--- config.mk ---
export PLATFORM = sky130hd
export DESIGN_NAME = branch_resolve
export DESIGN_NICKNAME = d
export VERILOG_FILES = /design/src/rtl/branch_resolve.sv
export SDC_FILE = /design/constraint.sdc
export NUM_CORES = 1
export LEC_CHECK = 0
export ABC_AREA = 1
export CAP_MARGIN = 30
export CORE_ASPECT_RATIO = 1.1
export CORE_MARGIN = 5
export CORE_UTILIZATION = 49
export CTS_CLUSTER_DIAMETER = 150
export DETAILED_ROUTE_END_ITERATION = 16
export PLACE_DENSITY = 0.83
export SETUP_SLACK_MARGIN = 0.05
export SYNTH_ARGS = -nofsm -noshare
export SYNTH_HDL_FRONTEND = slang
export SYNTH_SLANG_ARGS = --single-unit
--- constraint.sdc ---
create_clock -name clk -period 1.9 [get_ports clk]
set_clock_uncertainty 0.1 [all_clocks]
set_input_delay 0.38 -clock clk [delete_from_list [all_inputs] [get_ports clk]]
set_output_delay 0.38 -clock clk [all_outputs]
set_load 0.05 [all_outputs]
--- src/rtl/branch_resolve.sv ---
`default_nettype none
// ============================================================================
//  Module      : branch_resolve
//  Description : EX-stage branch/jump resolution. Accepts an issue, waits one
//                cycle for the registered compare result from cmp, decides the
//                branch direction and checks it against the front-end
//                prediction. On a mispredict it pulses flush and holds a
//                redirect request to fetch until fetch accepts it. Keeps
//                saturating branch and mispredict counters for the perf CSRs.
//
//  Ports       : clk, reset           - clock, synchronous active-high reset
//                in_valid/in_ready    - issue handshake
//                in_pc, in_imm        - branch PC and sign-extended offset
//                in_pred_taken        - front-end prediction
//                in_is_jump           - unconditional jump (cmp ignored)
//                cmp_result           - condition, valid cycle after issue
//                done_valid/done_taken- resolution pulse and direction
//                flush                - one-cycle mispredict pulse
//                redirect_valid/_ready/_pc - fetch redirect handshake
//                branch_count, mispredict_count - saturating perf counters
//
//  Revision    : 1.0 - initial release
// ============================================================================
module branch_resolve #(
    parameter int COUNT_WIDTH = 16,
    parameter int INSN_BYTES  = 4
) (
    input  logic                   clk,
    input  logic                   reset,
    input  logic                   in_valid,
    output logic                   in_ready,
    input  logic [31:0]            in_pc,
    input  logic [31:0]            in_imm,
    input  logic                   in_pred_taken,
    input  logic                   in_is_jump,
    input  logic                   cmp_result,
    output logic                   done_valid,
    output logic                   done_taken,
    output logic                   flush,
    output logic                   redirect_valid,
    input  logic                   redirect_ready,
    output logic [31:0]            redirect_pc,
    output logic [COUNT_WIDTH-1:0] branch_count,
    output logic [COUNT_WIDTH-1:0] mispredict_count
);

    localparam logic [31:0]            c_insn_bytes = 32'(INSN_BYTES);
    localparam logic [COUNT_WIDTH-1:0] c_count_max  = '1;

    typedef enum logic [1:0] {
        S_IDLE     = 2'd0,
        S_RESOLVE  = 2'd1,
        S_REDIRECT = 2'd2
    } state_t;

    state_t r_state;
    state_t w_state_next;

    // Issue-time snapshot of the branch; the issuer may change its inputs
    // once the issue has been accepted.
    logic [31:0] r_pc;
    logic [31:0] r_imm;
    logic        r_pred_taken;
    logic        r_is_jump;

    logic [31:0]            r_redirect_pc;
    logic [COUNT_WIDTH-1:0] r_branch_count;
    logic [COUNT_WIDTH-1:0] r_mispredict_count;

    logic        w_taken;
    logic        w_mispredict;
    logic [31:0] w_sum;
    logic [31:0] w_target;
    logic        w_in_idle;
    logic        w_in_resolve;
    logic        w_in_redirect;

    // ------------------------------------------------------------------------
    // Direction / target decision. cmp_result is itself a registered output
    // of cmp, so using it here does not create a long combinational path.
    // ------------------------------------------------------------------------
    always_comb begin
        w_taken      = r_is_jump | cmp_result;
        w_mispredict = (w_taken != r_pred_taken);
        // 32-bit add wraps naturally; bit 0 of a fetch address is always 0.
        w_sum        = w_taken ? (r_pc + r_imm) : (r_pc + c_insn_bytes);
        w_target     = w_sum & ~32'd1;
    end

    // ------------------------------------------------------------------------
    // Next-state and output decode. Handshake outputs come only from the
    // state register (and reset), never from in_valid or redirect_ready.
    // ------------------------------------------------------------------------
    always_comb begin
        w_state_next  = r_state;
        w_in_idle     = 1'b0;
        w_in_resolve  = 1'b0;
        w_in_redirect = 1'b0;

        case (r_state)
            S_IDLE: begin
                w_in_idle = 1'b1;
                if (in_valid) begin
                    w_state_next = S_RESOLVE;
                end
            end
            S_RESOLVE: begin
                w_in_resolve = 1'b1;
                w_state_next = w_mispredict ? S_REDIRECT : S_IDLE;
            end
            S_REDIRECT: begin
                w_in_redirect = 1'b1;
                if (redirect_ready) begin
                    w_state_next = S_IDLE;
                end
            end
            default: begin
                w_state_next = S_IDLE;
            end
        endcase

        in_ready       = w_in_idle     & ~reset;
        done_valid     = w_in_resolve  & ~reset;
        done_taken     = w_in_resolve  & ~reset & w_taken;
        flush          = w_in_resolve  & ~reset & w_mispredict;
        redirect_valid = w_in_redirect & ~reset;
    end

    // ------------------------------------------------------------------------
    // State, snapshot, redirect address and counters.
    // ------------------------------------------------------------------------
    always_ff @(posedge clk) begin
        if (reset) begin
            r_state            <= S_IDLE;
            r_pc               <= '0;
            r_imm              <= '0;
            r_pred_taken       <= 1'b0;
            r_is_jump          <= 1'b0;
            r_redirect_pc      <= '0;
            r_branch_count     <= '0;
            r_mispredict_count <= '0;
        end else begin
            r_state <= w_state_next;

            if (w_in_idle && in_valid) begin
                r_pc         <= in_pc;
                r_imm        <= in_imm;
                r_pred_taken <= in_pred_taken;
                r_is_jump    <= in_is_jump;
            end

            if (w_in_resolve) begin
                if (r_branch_count != c_count_max) begin
                    r_branch_count <= r_branch_count + 1'b1;
                end
                if (w_mispredict) begin
                    r_redirect_pc <= w_target;
                    if (r_mispredict_count != c_count_max) begin
                        r_mispredict_count <= r_mispredict_count + 1'b1;
                    end
                end
            end
        end
    end

    assign redirect_pc      = r_redirect_pc;
    assign branch_count     = r_branch_count;
    assign mispredict_count = r_mispredict_count;

endmodule
`default_nettype wire

==> results of run 1 <==
-- worst paths after layout --
path                         from         endpoint  slack, ns  depth (start not counted)
hold / removal    branch_count[6]  branch_count[6]       0.36                          1
hold reg to reg   branch_count[6]  branch_count[6]       0.36                          1
setup reg to reg         r_imm[0]  redirect_pc[20]      -0.25                         13
setup / recovery         r_imm[0]  redirect_pc[20]      -0.25                         13
-- state kept, by name (all words and copies together) (netlist names) --
register	flops
r_imm	32
r_state	2
mispredict_count	16
redirect_pc	31
r_is_jump	1
r_pred_taken	1
r_pc	32
branch_count	16
-- final cells by class --
class / instances / area (µm²)
well taps: 208 / 260.3
multi-input cells: 997 / 6001
inverters: 178 / 673.1
clock inverters: 14 / 155.1
fillers: 1169 / 4008
flip-flops and latches: 131 / 2721
clock buffers: 18 / 439.2
repair buffers: 298 / 2634
-- metal layers --
| layer | share of wire, % | vias to the layer above |
|---|---|---|
| met4 | 5.7 | 2 |
| met5 | 0.041 | - |
| met3 | 11 | 201 |
| li1 | - | 4883 |
| met1 | 38 | 4907 |
| met2 | 46 | 726 |
-- layout by cell type, fill, tap and decap left out, types with 18 or more instances in the layout --
master and n:
a21oi_1 73, nor3_1 18, nand2_2 51, clkdlybuf4s50_1 68, a21oi_2 23, clkbuf_16 18, ha_4 27, inv_1 163
nand2_1 289, nor2_2 21, o21ai_0 94, buf_4 201, dfxtp_1 72, nor2_1 157, nand3_2 20, dfxtp_2 49
nand3_1 51
-- critical path, stage by stage (launching register included) --
cell and delay, ns:
dfxtp_2 0.33, nand2_4 0.09, inv_4 0.05, fa_2 0.36
nand2_2 0.11, nand2_2 0.06, and2_4 0.18, nand3_2 0.05
nand3b_1 0.22, nand2_1 0.17, nand2_1 0.08, nand2_1 0.07
nand3_2 0.07, a21boi_1 0.13
-- per-stage QoR --
| step | util, % | power (mW) |
|---|---|---|
| finish | 76.27 | 9.350 |
| global route | 76.27 | 9.659 |
| CTS | 72.16 | 8.951 |
| detailed placement | 64.74 | 5.405 |
| global placement | 64.74 | 5.365 |
| floorplan | - | 4.375 |
-- logic make-up after synthesis --
group                    Yosys count
AO/OA/AOI/OAI                    241
XOR/XNOR                          18
adder cells (fa/ha/maj)           34
buffers and inverters            219
flip-flops                       131
other                              1
AND/OR/NAND/NOR                  703
-- what timing repair did --
| item | 4_1_cts | 5_1_grt |
|---|---|---|
| buffers inserted | 7 | 11 |
| pin swaps | 33 | 75 |
| hold buffers | 0 | 0 |
| gates resized for setup | 139 | 183 |
| setup endpoints to repair | 32 | 47 |
| gates cloned | 0 | 1 |
-- where the power goes --
group          internal [mW]  switching [mW]  leakage, nW  total, mW
clock                   1.98            1.39        0.281       3.37
combinational           1.20            1.59         4.48       2.79
sequential              2.96           0.231         1.10       3.19
==> results.py, run 1 <==
metrics = {
    "grt": {
        "grt_pass1_vias": 9849,
        "grt_max_degree": 68,
        "track_usage_pct": 31.07,
        "grtUsageMet2_pct": 49.82,
        "grt_pass1_wl_um": 49440,
        "grt_overflow": 0,
        "grt-busiest-layer": "met2",
        "grt.met1_usage_pct": 40.29,
        "antenna_found_initial": 1,
        "grtUsageMet3_pct": 6.849,
    },
    "status": {
        "violations": "negative setup slack",
        "outcome": "finished with violations",
    },
    "die": {
        "ios": 140,
        "die_w_um": 134.5,
        "core-area_mm2": 0.01689,
        "die_area_mm2": 0.01976,
        "die_h_um": 146.9,
        "initial_core_util_pct": 49.46,
        "fp-row-count": 50,
    },
    "synth": {
        "synthSimpleGateAreaFrac_pct": 35.82,
        "yosysMostFrequentCell": "nand2_1",
        "syn_area_mm2": 0.008354,
        "synth_compound_area_share_pct": 15.50,
        "synth_seq_area_share_pct": 31.39,
        "synth_top_family_by_area": "simple AND/OR/NAND/NOR gates",
        "synth-seq-cells": 131,
        "synth_area_leaders": "dfxtp_1 31%, nand2_1 16%, nor2_1 8.3%",
        "synth_nets": 1452,
        "synth_top_area_share_pct": 31.39,
        "synth_ff_type": "dfxtp_1",
        "ys_types": 44,
        "synth_largest_area_cell": "dfxtp_1",
        "synth_warnings": 0,
        "synthAdderAreaFrac_pct": 5.182,
        "syn_avg_cell_area_um2": 6.202,
        "synthCells": 1347,
        "async_flop_share_pct": 0,
        "synthMuxAreaShare_pct": 0,
        "synthXorXnorAreaFrac_pct": 1.887,
        "synth_common_cells": "352 x nand2_1, 185 x nor2_1, 173 x inv_1",
        "synth_enable_flop_cells": 0,
    },
    "worst_setup_path": {
        "crit_required_ns": 2.17,
        "cp_max_fo": 3,
        "arrival_ns": 2.41,
        "endpoint_kind": "register",
        "critPathLaunchType": "register",
        "critical_path_class": "reg -> reg",
    },
    "clock_tree": {
        "root_buffer": "clkbuf_16",
        "tritoncts": "built",
        "numCtsBuffers": 17,
        "clkTransAtPathRegs_ns": 0.06,
        "cts_sinks": 131,
        "clock_path_buffers": 2,
        "clkLatencyLatePin_ns": 0.44,
        "htree_levels": 4,
    },
    "layout": {
        "final_cell_area_mm2": 0.01288,
        "area_growth_pct": 54.22,
        "drive_gt1_share_pct": 33.74,
        "final_cells": 1844,
        "insertedDiodeCount": 0,
        "nets": 1728,
    },
    "sta": {
        "whs_ns": 0.3608,
        "hold_viol": 0,
        "fin_ws_ns": -0.2473,
        "period_share_pct": 113.0,
        "fin_setup_tns_ns": -2.743,
        "period_needed_ns": 2.147,
        "rsz0062_at_grt": "yes",
        "slew_violations": 0,
        "fmax_mhz": 465.7,
        "finalSetupViolations": 27,
    },
    "routing": {
        "drt_iter0_drc": 1400,
        "routed_via_density": 5.813,
        "drc_errors": 0,
        "dr.pass1.iters": 7,
        "ant_nets": 0,
        "wl_per_cell_um": 18.55,
        "totalWireLength_um": 34210,
        "num_vias": 10719,
    },
    "power": {
        "p_leak_nw": 5.865,
        "power_density_mw_per_mm2": 725.8,
        "ir_worst_vdd_mv": 0.6646,
    },
    "placement": {
        "placed_cell_area_mm2": 0.01094,
        "dp_slack_ns": -0.3342,
        "dp.cells": 1796,
        "gp_congestion": 0.9960,
        "io_buffers": 138,
        "dp_hpwl_um": 22550,
    },
    "worst_hold_path": {
        "hold_class": "reg -> reg",
    },
    "flow_run": {
        "cap_violations": 0,
    },
}
(Power assumes the default switching activity.)
==> run 2, diff against run 1 <==
--- a/config.mk
+++ b/config.mk
@@ -6,6 +6,7 @@
 export NUM_CORES = 1
 export LEC_CHECK = 0
 export ABC_AREA = 1
+export ABC_CLOCK_PERIOD_IN_PS = 1900
 export CAP_MARGIN = 30
 export CORE_ASPECT_RATIO = 1.1
 export CORE_MARGIN = 5
==> results of run 2 <==
Final layout, timing and power as in run 1 (identical DEF).
